### src/rtl/uart_poll_ctrl_if.sv
// Register-bus port between uart_poll_ctrl (master) and the UART slave.
// Combinational wires only; readdata is valid the cycle after a read strobe.
// No backpressure: every access completes in one cycle.
interface uart_poll_ctrl_if;
    logic [2:0]  uart_address;
    logic        uart_chipselect;
    logic        uart_begintransfer;
    logic        uart_read_n;
    logic        uart_write_n;
    logic [15:0] uart_writedata;
    logic [15:0] uart_readdata;

    modport master (
        output uart_address, uart_chipselect, uart_begintransfer,
               uart_read_n, uart_write_n, uart_writedata,
        input  uart_readdata
    );

    modport slave (
        input  uart_address, uart_chipselect, uart_begintransfer,
               uart_read_n, uart_write_n, uart_writedata,
        output uart_readdata
    );
endinterface

### src/rtl/uart_poll_ctrl.sv
// UART poll sequencer: TX FIFO drain, RX capture, optional error clear (UART_POLL_CTRL_ERR_CLR_EN).
// Poll->decision 2 cycles; RX byte visible 4 cycles after poll strobe; TX write on 3rd cycle.
// tx_ready drops when FIFO full; a held RX byte blocks further RX reads until rx_ready.
module uart_poll_ctrl #(
    parameter int TX_DEPTH    = 8,
    parameter int POLL_CYCLES = 16
) (
    input  logic                          clk_clk,
    input  logic                          reset_reset,
    input  logic [7:0]                    tx_data,
    input  logic                          tx_valid,
    output logic                          tx_ready,
    output logic [$clog2(TX_DEPTH+1)-1:0] tx_level,
    output logic [7:0]                    rx_data,
    output logic                          rx_valid,
    input  logic                          rx_ready,
    input  logic                          uart_irq,
    uart_poll_ctrl_if.master              uart,
    output logic                          err_pulse,
    output logic [4:0]                    err_flags
);
    localparam int PTR_W = $clog2(TX_DEPTH);
    localparam int LVL_W = $clog2(TX_DEPTH + 1);
    localparam int CNT_W = $clog2(POLL_CYCLES + 1);

    typedef enum logic [2:0] {
        S_IDLE   = 3'd0,
        S_POLL   = 3'd1,
        S_EVAL   = 3'd2,
        S_RX_RD  = 3'd3,
        S_RX_CAP = 3'd4,
        S_TX_WR  = 3'd5
`ifdef UART_POLL_CTRL_ERR_CLR_EN
        ,
        S_ERR_CLR = 3'd6
`endif
    } state_t;

    state_t             r_state;
    state_t             w_next;
    logic [CNT_W-1:0]   r_cnt;
    logic [7:0]         r_mem [TX_DEPTH];
    logic [PTR_W-1:0]   r_wr_ptr;
    logic [PTR_W-1:0]   r_rd_ptr;
    logic [LVL_W-1:0]   r_level;
    logic [7:0]         r_rx_data;
    logic               r_rx_valid;
    logic               w_push;
    logic               w_pop;

    assign tx_ready = (r_level != LVL_W'(TX_DEPTH));
    assign tx_level = r_level;
    assign rx_data  = r_rx_data;
    assign rx_valid = r_rx_valid;
    assign w_push   = tx_valid && tx_ready;

    // Bus strobes decode straight from the state so reset idles the bus immediately.
    always_comb begin
        w_next                  = r_state;
        w_pop                   = 1'b0;
        uart.uart_address       = 3'd0;
        uart.uart_chipselect    = 1'b0;
        uart.uart_begintransfer = 1'b0;
        uart.uart_read_n        = 1'b1;
        uart.uart_write_n       = 1'b1;
        uart.uart_writedata     = 16'h0000;
        case (r_state)
            S_IDLE: begin
                if (r_cnt == CNT_W'(POLL_CYCLES - 1) || uart_irq)
                    w_next = S_POLL;
            end
            S_POLL: begin
                uart.uart_address       = 3'd2;
                uart.uart_chipselect    = 1'b1;
                uart.uart_begintransfer = 1'b1;
                uart.uart_read_n        = 1'b0;
                w_next                  = S_EVAL;
            end
            S_EVAL: begin
                w_next = S_IDLE;
`ifdef UART_POLL_CTRL_ERR_CLR_EN
                if (|uart.uart_readdata[4:0])
                    w_next = S_ERR_CLR;
                else
`endif
                if (uart.uart_readdata[7] && !r_rx_valid)
                    w_next = S_RX_RD;
                else if (uart.uart_readdata[6] && r_level != '0)
                    w_next = S_TX_WR;
            end
            S_RX_RD: begin
                uart.uart_address       = 3'd0;
                uart.uart_chipselect    = 1'b1;
                uart.uart_begintransfer = 1'b1;
                uart.uart_read_n        = 1'b0;
                w_next                  = S_RX_CAP;
            end
            S_RX_CAP: begin
                w_next = S_POLL;
            end
            S_TX_WR: begin
                uart.uart_address       = 3'd1;
                uart.uart_chipselect    = 1'b1;
                uart.uart_begintransfer = 1'b1;
                uart.uart_write_n       = 1'b0;
                uart.uart_writedata     = {8'h00, r_mem[r_rd_ptr]};
                w_pop                   = 1'b1;
                w_next                  = S_POLL;
            end
`ifdef UART_POLL_CTRL_ERR_CLR_EN
            S_ERR_CLR: begin
                uart.uart_address       = 3'd2;
                uart.uart_chipselect    = 1'b1;
                uart.uart_begintransfer = 1'b1;
                uart.uart_write_n       = 1'b0;
                w_next                  = S_POLL;
            end
`endif
            default: w_next = S_IDLE;
        endcase
    end

    always_ff @(posedge clk_clk or posedge reset_reset) begin
        if (reset_reset) begin
            r_state <= S_IDLE;
            r_cnt   <= '0;
        end else begin
            r_state <= w_next;
            if (r_state == S_IDLE && w_next == S_IDLE)
                r_cnt <= r_cnt + 1'b1;
            else
                r_cnt <= '0;
        end
    end

    always_ff @(posedge clk_clk) begin
        if (w_push)
            r_mem[r_wr_ptr] <= tx_data;
    end

    always_ff @(posedge clk_clk or posedge reset_reset) begin
        if (reset_reset) begin
            r_wr_ptr <= '0;
            r_rd_ptr <= '0;
            r_level  <= '0;
        end else begin
            if (w_push)
                r_wr_ptr <= r_wr_ptr + 1'b1;
            if (w_pop)
                r_rd_ptr <= r_rd_ptr + 1'b1;
            case ({w_push, w_pop})
                2'b10:   r_level <= r_level + 1'b1;
                2'b01:   r_level <= r_level - 1'b1;
                default: r_level <= r_level;
            endcase
        end
    end

    always_ff @(posedge clk_clk or posedge reset_reset) begin
        if (reset_reset) begin
            r_rx_data  <= 8'h00;
            r_rx_valid <= 1'b0;
        end else if (r_state == S_RX_CAP) begin
            r_rx_data  <= uart.uart_readdata[7:0];
            r_rx_valid <= 1'b1;
        end else if (r_rx_valid && rx_ready) begin
            r_rx_valid <= 1'b0;
        end
    end

`ifdef UART_POLL_CTRL_ERR_CLR_EN
    logic [4:0] r_stat_err;
    logic [4:0] r_err_flags;

    always_ff @(posedge clk_clk or posedge reset_reset) begin
        if (reset_reset) begin
            r_stat_err  <= 5'h00;
            r_err_flags <= 5'h00;
        end else begin
            if (r_state == S_EVAL)
                r_stat_err <= uart.uart_readdata[4:0];
            if (r_state == S_ERR_CLR)
                r_err_flags <= r_stat_err;
        end
    end

    assign err_pulse = (r_state == S_ERR_CLR);
    assign err_flags = r_err_flags;
`else
    assign err_pulse = 1'b0;
    assign err_flags = 5'h00;
`endif

endmodule
### src/flat_wrapper.sv
// flat-port wrapper written by rule: the top's interface ports become plain ports
module uart_poll_ctrl_flat 
#(
    parameter int TX_DEPTH    = 8,
    parameter int POLL_CYCLES = 16
)
  (clk_clk, reset_reset, tx_data, tx_valid, tx_ready, tx_level, rx_data, rx_valid, rx_ready, uart_irq, err_pulse, err_flags, uart_uart_address, uart_uart_chipselect, uart_uart_begintransfer, uart_uart_read_n, uart_uart_write_n, uart_uart_writedata, uart_uart_readdata);
  uart_poll_ctrl_if uart_i ();
  input  logic clk_clk;
  input  logic reset_reset;
  input  logic [7:0] tx_data;
  input  logic tx_valid;
  output logic tx_ready;
  output logic [$clog2(TX_DEPTH+1)-1:0] tx_level;
  output logic [7:0] rx_data;
  output logic rx_valid;
  input  logic rx_ready;
  input  logic uart_irq;
  output logic err_pulse;
  output logic [4:0] err_flags;
  output wire logic [$bits(uart_i.uart_address)-1:0] uart_uart_address;
  output wire logic [$bits(uart_i.uart_chipselect)-1:0] uart_uart_chipselect;
  output wire logic [$bits(uart_i.uart_begintransfer)-1:0] uart_uart_begintransfer;
  output wire logic [$bits(uart_i.uart_read_n)-1:0] uart_uart_read_n;
  output wire logic [$bits(uart_i.uart_write_n)-1:0] uart_uart_write_n;
  output wire logic [$bits(uart_i.uart_writedata)-1:0] uart_uart_writedata;
  input wire logic [$bits(uart_i.uart_readdata)-1:0] uart_uart_readdata;
  assign uart_uart_address = uart_i.uart_address;
  assign uart_uart_chipselect = uart_i.uart_chipselect;
  assign uart_uart_begintransfer = uart_i.uart_begintransfer;
  assign uart_uart_read_n = uart_i.uart_read_n;
  assign uart_uart_write_n = uart_i.uart_write_n;
  assign uart_uart_writedata = uart_i.uart_writedata;
  assign uart_i.uart_readdata = uart_uart_readdata;
  uart_poll_ctrl #(.TX_DEPTH(TX_DEPTH), .POLL_CYCLES(POLL_CYCLES)) u_core (.clk_clk(clk_clk), .reset_reset(reset_reset), .tx_data(tx_data), .tx_valid(tx_valid), .tx_ready(tx_ready), .tx_level(tx_level), .rx_data(rx_data), .rx_valid(rx_valid), .rx_ready(rx_ready), .uart_irq(uart_irq), .uart(uart_i), .err_pulse(err_pulse), .err_flags(err_flags));
endmodule
### config.mk
export PLATFORM = sky130hd
export DESIGN_NAME = uart_poll_ctrl_flat
export DESIGN_NICKNAME = d
export VERILOG_FILES = /design/src/rtl/uart_poll_ctrl_if.sv /design/src/rtl/uart_poll_ctrl.sv /design/src/flat_wrapper.sv
export SDC_FILE = /design/constraint.sdc
export NUM_CORES = 1
export LEC_CHECK = 0
export CORE_AREA = 2 2 88 90
export CTS_CLUSTER_SIZE = 12
export DETAILED_ROUTE_END_ITERATION = 6
export DIE_AREA = 0 0 90 92
export PLACE_DENSITY = 0.82
export RECOVER_POWER = 100
export SYNTH_ARGS = -nofsm -noshare
export SYNTH_HDL_FRONTEND = slang
export SYNTH_SLANG_ARGS = --single-unit
### constraint.sdc
create_clock -name clk_clk -period 6.06 [get_ports clk_clk]
set_input_delay 0.606 -clock clk_clk [delete_from_list [all_inputs] [get_ports clk_clk]]
set_output_delay 0.606 -clock clk_clk [all_outputs]
set_load 0.02 [all_outputs]
==> metrics.csv <==
stage,metric,value,unit
outcome,status,completed,
logic_synthesis,synth.avg_cell_area,16.4,um^2
place,pre_cts_slack,2990,ps
sta,post-route-period-util,58.3,%
logic_synthesis,synth_seq_cells,91,
power,vdd_ir_drop_max,0.000306,V
setup_path,slowest_delay,1010,ps
clock_network,cts-root-buf,clkbuf_8,
die,io_pins,72,
global_routing,grt_max_degree,28,
logic_synthesis,synth_area_leaders,"edfxtp_1 48%, dfrtp_1 17%, mux4_2 5.1%, mux4_1 4.6%, buf_4 3.0%",
sta,rsz0062_at_grt,false,
global_routing,grt_pass1_vias,2144,
setup_path,worstPathCellList,mux4_1 > a22o_1 > dlygate4sd3_1,
sta,fmax,283,MHz
logic_synthesis,synth_edf_count,64,
die,fp.coreArea,7450,um^2
setup_path,r2r_slack,3300,ps
setup_path,cp_top_family,flip-flops,
place,io_buffers,48,
power,p_leak,1.74,nW
setup_path,reg2reg_to,u_core.tx_level[3],
sta,clock_skew,13.0,ps
logic_synthesis,yosys_warnings,0,
clock_network,clk_transition_reported_paths,90,ps
global_routing,grt_pass1_wl,10900,um
cells_and_area,stdcell_area,4620,um^2
cells_and_area,layout.nets,328,
place,place_congestion,0.726,
routing,routed-via-count,2091,
min_path,min_path_type,flip-flop to flip-flop,
logic_synthesis,post-synth-top-count-cell,edfxtp_1,
logic_synthesis,synth_largest_area_cell,edfxtp_1,
logic_synthesis,synth_commonest_cells,"64 x edfxtp_1, 27 x dfrtp_1, 16 x buf_4",
sta,drv_slew,0,
routing,drt-initial-drc-count,131,
cells_and_area,final_util,62.1,%
sta,finalSetupTns,0,ps
clock_network,worstSkewPairLatency,370,ps
setup_path,path_buf_inv,1,
clock_network,hold_buffers,0,
routing,drc_errors,0,
die,dieArea,8280,um^2
routing,ant_nets,0,
logic_synthesis,async_reset_ff_share,29.7,%
die,rows,32,
setup_path,critPathLaunchType,flip-flop,
setup_path,cp.arrival,2920,ps
sta,fin_crit,3530,ps
setup_path,cp.depth,3,
clock_network,cts_tree,yes,
setup_path,reg2reg_depth,7,
logic_synthesis,ys_seq_area_share,65.4,%
logic_synthesis,syn_inst,242,
clock_network,ctsResizeCount,0,
setup_path,path_class,flip-flop to primary output,
logic_synthesis,ys.flop_type,edfxtp_1,
sta,setup_viol,0,
clock_network,cts.sinks,91,
die,fp.dieH,92,um
sta,tightest_slew,1030,ps
global_routing,grt_usage,17.6,%
place,dpl-instance-area,4450,um^2
sta,hold_violations,0,
routing,post_drt_wl_per_cell,16.8,um
setup_path,r2r_start,u_core.tx_level[1],
clock_network,numCtsBuffers,9,
cells_and_area,drive_gt1_share,12.5,%
power,report.power.total,1.98,mW
setup_path,required,5450,ps
global_routing,overflow,0,
sta,maxSlewHeadroom,30.8,%
logic_synthesis,ys_types,45,
logic_synthesis,yosysTopAreaCellShare,48.4,%
logic_synthesis,synth_area,3970,um^2
routing,routed_via_density,5.24,
clock_network,clock_path_buffers,2,
clock_network,htree_levels,3,
routing,drt_first_pass_iters,4,
min_path,hold_path_end,u_core.r_cnt[0],
clock_network,cts_post_setup_buffers_inserted,0,
die,die_x,90,um
setup_path,slowest_stage,dfrtp_1,
cells_and_area,area_growth,16.4,%
min_path,holdPathStages,1,
min_path,holdCritStartpoint,u_core.r_cnt[0],
setup_path,crit_path_max_fanout,18,
die,start_util,53.3,%
place,dp_hpwl,4300,um
setup_path,end_kind,primary output,
power,p_per_area,428,nW/um^2
global_routing,antenna_found_initial,1,
sta,setup_ws,2530,ps
routing,routed_wl,6710,um
flow_run,cap_violations,0,
[registers in the layout, indices dropped and copies added, names as in the netlist]
name,cells
u_core.rx_valid,1
u_core.r_wr_ptr,3
u_core.tx_level,4
u_core.r_state,3
u_core.r_cnt,5
u_core.rx_data,8
u_core.r_mem,64
u_core.r_rd_ptr,3
[worst max-delay path by stage]
stage	start	endpoint	slack, ps
floorplan	u_core.tx_level[1]	u_core.tx_level[3]	3420
detailed placement	u_core.r_rd_ptr[0]	uart_uart_writedata[3]	2990
finish	u_core.r_rd_ptr[0]	uart_uart_writedata[4]	2530
global placement	u_core.r_rd_ptr[0]	uart_uart_writedata[5]	2990
global route	u_core.r_rd_ptr[0]	uart_uart_writedata[2]	2370
CTS	u_core.r_rd_ptr[0]	uart_uart_writedata[3]	2580
[layer usage]
metal  part of all wire [%]  track usage [%]  routed length [um]
met2                     50             28.0                3360
met4                    2.8             8.97                 189
met5                      0                0                   0
met3                    4.4             4.44                 293
met1                     43             22.7                2870
[cells in the final DEF, fill, tap and decap left out, types with 2 or more instances in the layout]
cell / instances
and2_1: 2
ha_1: 7
dlygate4sd3_1: 38
xnor2_1: 6
nor3b_1: 2
nor2_1: 14
xor2_1: 2
clkdlybuf4s50_1: 10
inv_8: 3
mux2_2: 9
nand3_1: 5
clkinvlp_4: 2
a21oi_1: 3
and3b_1: 2
mux4_1: 7
edfxtp_1: 64
and3_1: 2
inv_1: 7
nand2b_1: 5
dfrtp_1: 27
a22o_1: 8
or4b_1: 2
clkbuf_8: 9
conb_1: 15
clkbuf_1: 2
nand2_1: 10
nor3_1: 4
mux4_2: 9
[final cells by class]
class / count / area, um^2
Timing Repair Buffer: 50 / 488
Inverter: 8 / 30.0
Clock buffer: 9 / 124
Tap cell: 102 / 128
Sequential cell: 91 / 2600
Fill cell: 560 / 2830
Antenna cell: 1 / 2.50
Multi-Input combinational cell: 131 / 1190
Clock inverter: 7 / 66.3
[power breakdown]
part           leakage (nW)  internal (mW)  switching, mW
Combinational         0.726          0.326          0.314
Sequential            0.919          0.810          0.138
Clock                0.0918          0.160          0.232
[kinds of logic after synthesis]
| family | count (synthesis) | synth area share (%) |
|---|---|---|
| AOI/OAI and AO/OA | 19 | 3.85 |
| and+or+nand+nor | 54 | 7.50 |
| xor gates and xnor gates | 8 | 1.76 |
| adders and majority gates | 8 | 2.71 |
| other | 1 | 0.0945 |
| DFF | 91 | 65.4 |
| buffers and inverters | 34 | 5.74 |
| muxes | 27 | 12.9 |
[metrics by stage]
stage	hold WS, ps	cells
2_1_floorplan	433	256
3_3_place_gp	446	382
3_5_place_dp	457	382
4_1_cts	469	398
5_1_grt	497	399
6_report	471	399
Power figures use the tool's default switching activity.
==> variant 1: new RTL, same settings <==
The option `UART_POLL_CTRL_ERR_CLR_EN` is turned on by a define.
--- a/src/rtl/uart_poll_ctrl.sv
+++ b/src/rtl/uart_poll_ctrl.sv
@@ -1,6 +1,8 @@
 // UART poll sequencer: TX FIFO drain, RX capture, optional error clear (UART_POLL_CTRL_ERR_CLR_EN).
 // Poll->decision 2 cycles; RX byte visible 4 cycles after poll strobe; TX write on 3rd cycle.
 // tx_ready drops when FIFO full; a held RX byte blocks further RX reads until rx_ready.
+`define UART_POLL_CTRL_ERR_CLR_EN
+
 module uart_poll_ctrl #(
     parameter int TX_DEPTH    = 8,
     parameter int POLL_CYCLES = 16
Behaviour: not the same (a bounded check fails within 4 cycles, from zero or initial values and one cycle with reset_reset high).
==> variant 1 against the original RTL <==
- the flow now finishes with violations (max-capacitance violations, max-slew violations)
- sequential cell count is 10 higher
- sequential power is 13% higher
- synthesized cell count rose by 9.9%
- worst setup slack got worse by 0.019 ns
- synthesized area up 8.9%
- cell area is 9.7% higher
- count of clock-buffer cells in the layout is the same
- sequential share of layout area is essentially flat
- clock power is 19% higher
- power increased by 18%
- wire length rose by 12%
- largest power group unchanged
==> variant 1: results <==
[outcome]
outcome = finished, violations left
failed_checks = max-capacitance violations, max-slew violations

[timing]
fin_skew_ns = 0.0113
worst_pin_slew_ns = 1.96
slew_violations = 38

[placement]
portBuffers = 54
dp_cells = 411
place_area_sq_um = 4890
dpl.hpwl_microns = 4980
gp_congestion = 0.795
pre_cts_ws_ns = 2.90

[cells_and_area]
drive_above_1_share = 0.160
diodes = 0
n_fill_cell = 545
finish.net_count = 357
syn_to_final_growth_pct = 17.3
fin_cells = 427

[yosys]
yosysUniqueCellTypes = 44
synthTopCellsByCount = edfxtp_1, dfrtp_1, mux2_2, mux4_2, nor2_1
avgSynthCellArea_sq_um = 16.2
seq_area_frac_synth = 0.659
synth_ff_type = edfxtp_1
synthTopCellsByArea = edfxtp_1, dfrtp_1, mux4_2, mux2_2, ha_1
synthArstFlopShare = 0.366
synth-edff-count = 64

[grt]
grt_max_degree = 38
met2_usage = 0.312
grt_use_total = 0.193
grt_pass1_wl_microns = 11900
grt_use_met1 = 0.252
antenna_found_initial = 0
gr-usage-met3 = 0.0386

[setup_path]
worstPathMaxFanout = 18
cp.arrival_ns = 2.94

[drt]
routed-via-count = 2352
wirelength_microns = 7520
drt_iter0_drc = 133
first_pass_iters = 4

[job]
maxCapViolations = 1

[clock_tree]
clock_latency_ns = 0.37
cts_resized = 0
clkTransAtPathRegs_ns = 0.10
cts_buffers = 9
root_buffer = clkbuf_8

[pwr]
peakVddDrop_mv = 0.302
p_leak_nw = 1.92
## variant 1: power by group
part | internal, mW | total, mW | switching [mW] | leakage, nW
sequential | 0.911 | 1.07 | 0.163 | 1.04
clock | 0.234 | 0.466 | 0.231 | 0.105
combinational | 0.408 | 0.789 | 0.382 | 0.783
## variant 1: final timing paths
kind	depth (start not counted)	end	slack (ns)	from
hold reg to reg	1	u_core.r_cnt[0]	0.46	u_core.r_cnt[0]
setup reg to reg	7	u_core.tx_level[3]	3.08	u_core.tx_level[0]
min in group asynchronous	3	u_core.rx_data[6]	1.38	reset_reset
hold / removal	1	u_core.r_cnt[0]	0.46	u_core.r_cnt[0]
setup / recovery	3	uart_uart_writedata[4]	2.51	u_core.r_rd_ptr[0]
max in group asynchronous	3	u_core.rx_valid	3.54	reset_reset
## variant 1: layout make-up
type,instances,share of cell area
clock buffer,9,0.0244
sequential,101,0.562
multi-input combinational,140,0.252
tap,102,0.0252
inverter,11,0.00814
clock inverter,7,0.0195
timing repair buffer,57,0.109
## variant 1: logic make-up (layout without fill, tap and decap cells)
logic type	Yosys count	after routing	synth area share
adder cells (fa/ha/maj)	8	8	0.0249
AO/OA/AOI/OAI	21	21	0.0391
XOR/XNOR	9	9	0.0182
multiplexers	38	38	0.141
buffers and inverters	33	84	0.0457
AND/OR/NAND/NOR	55	55	0.0709
other	1	9	0.000868
flip-flops	101	101	0.659
## variant 1: worst max-delay path, cell delays in order (launching register included)
cell and delay [ns]:
dfrtp_1 1.07, mux4_2 0.61, a22o_1 0.25, dlygate4sd3_1 0.65
## variant 1: per-layer routing
layer / part of all wire / wire length, microns
met3: 0.038 / 286
met2: 0.50 / 3740
met1: 0.44 / 3330
met4: 0.021 / 158
met5: 0 / 0
==> variant 2: new RTL, same settings <==
Made on the original files. Encoding of `state_t`: now Gray code (3 bits for 6 states).
--- a/src/rtl/uart_poll_ctrl.sv
+++ b/src/rtl/uart_poll_ctrl.sv
@@ -24,12 +24,12 @@
     localparam int CNT_W = $clog2(POLL_CYCLES + 1);
 
     typedef enum logic [2:0] {
-        S_IDLE   = 3'd0,
-        S_POLL   = 3'd1,
-        S_EVAL   = 3'd2,
-        S_RX_RD  = 3'd3,
-        S_RX_CAP = 3'd4,
-        S_TX_WR  = 3'd5
+        S_IDLE   = 3'b000,
+        S_POLL   = 3'b001,
+        S_EVAL   = 3'b011,
+        S_RX_RD  = 3'b010,
+        S_RX_CAP = 3'b110,
+        S_TX_WR  = 3'b111
 `ifdef UART_POLL_CTRL_ERR_CLR_EN
         ,
         S_ERR_CLR = 3'd6
Behaviour: no difference found for any inputs over 10 cycles, from zero or initial values and one cycle with reset_reset high; not proved beyond that.
==> variant 2 against the original RTL <==
- synthesized area down 0.38%
- sequential cell count is the same
- worst setup slack worse by 0.022 ns
- sequential power is essentially flat
- fmax down 0.62%
- critical path type unchanged
- clock power rose by 1%
- power is 2.5% higher
- non-clock buffer count up 3
- cell area decreased by 0.24%
- wire length increased by 3.6%
==> variant 2: results <==
[drt]
wl_met1_microns = 2920
wl_met2_microns = 3620
wirelength_microns = 6960
drt_iter0_drc = 128
vias_per_cell = 5.36

[setup_path]
r2r_end = u_core.tx_level[3]
critPathMaxStageDelay_ns = 1.03
worstPathMaxFanout = 18

[cells_and_area]
n_fill_cell = 556
clk_share = 0.0415
buffers = 53
drive_above_1_share = 0.118
multi_input_area_share = 0.253
multi_input_gates = 129
clkbuf_count = 10
finish.net_count = 329
diodes = 0

[yosys]
seq_area_frac_synth = 0.657
yosysUniqueCellTypes = 42
ys_ff_latch = 91
synthTopCellsByCount = edfxtp_1, dfrtp_1, buf_4
synthTopCellsByArea = edfxtp_1, dfrtp_1, mux4_2, mux4_1, buf_4
syn_inst = 239

[placement]
dp_cells = 383
dpl.hpwl_microns = 4550
gp_congestion = 0.765

[grt]
grt_use_met1 = 0.230
met2_usage = 0.308
grt_pass1_vias = 2234
grt_use_total = 0.183
gr-usage-met3 = 0.0419
antenna_found_initial = 0

[pwr]
power.share.switching = 0.338
p_seq_frac = 0.468
peakVddDrop_mv = 0.274
p_comb_mw = 0.684

[timing]
hold_ws_ns = 0.464
worst_pin_slew_ns = 1.03

[outcome]
outcome = finished, final reports clean
[variant 2: changes by cell type after synthesis, sizes merged, moves of 2 or more]
cell and delta:
and3b -2, and3 +2, o21ai +2, nor2 -4
[variant 2: cells by family after synthesis]
group                    synth area share
flip-flops                          0.657
multiplexers                        0.129
AND/OR/NAND/NOR                    0.0712
adder cells (fa/ha/maj)            0.0272
AO/OA/AOI/OAI                      0.0383
buffers and inverters              0.0569
XOR/XNOR                           0.0199
other                            0.000948
[variant 2: per-stage QoR]
| stage | total power, mW | worst slack, ns | utilization |
|---|---|---|---|
| floorplan | 1.45 | 3.43 | - |
| global placement | 1.67 | 2.95 | 0.599 |
| detailed placement | 1.70 | 2.96 | 0.599 |
| CTS | 2.10 | 2.54 | 0.624 |
| global route | 2.15 | 2.32 | 0.619 |
| finish | 2.03 | 2.51 | 0.619 |
[variant 2: worst max-delay path: cells and delay by family (launching register included)]
family	cells	cell delay, ns
muxes	1	0.66
DFF	1	1.03
AOI/OAI and AO/OA	1	0.26
buffers and inverters	1	0.65
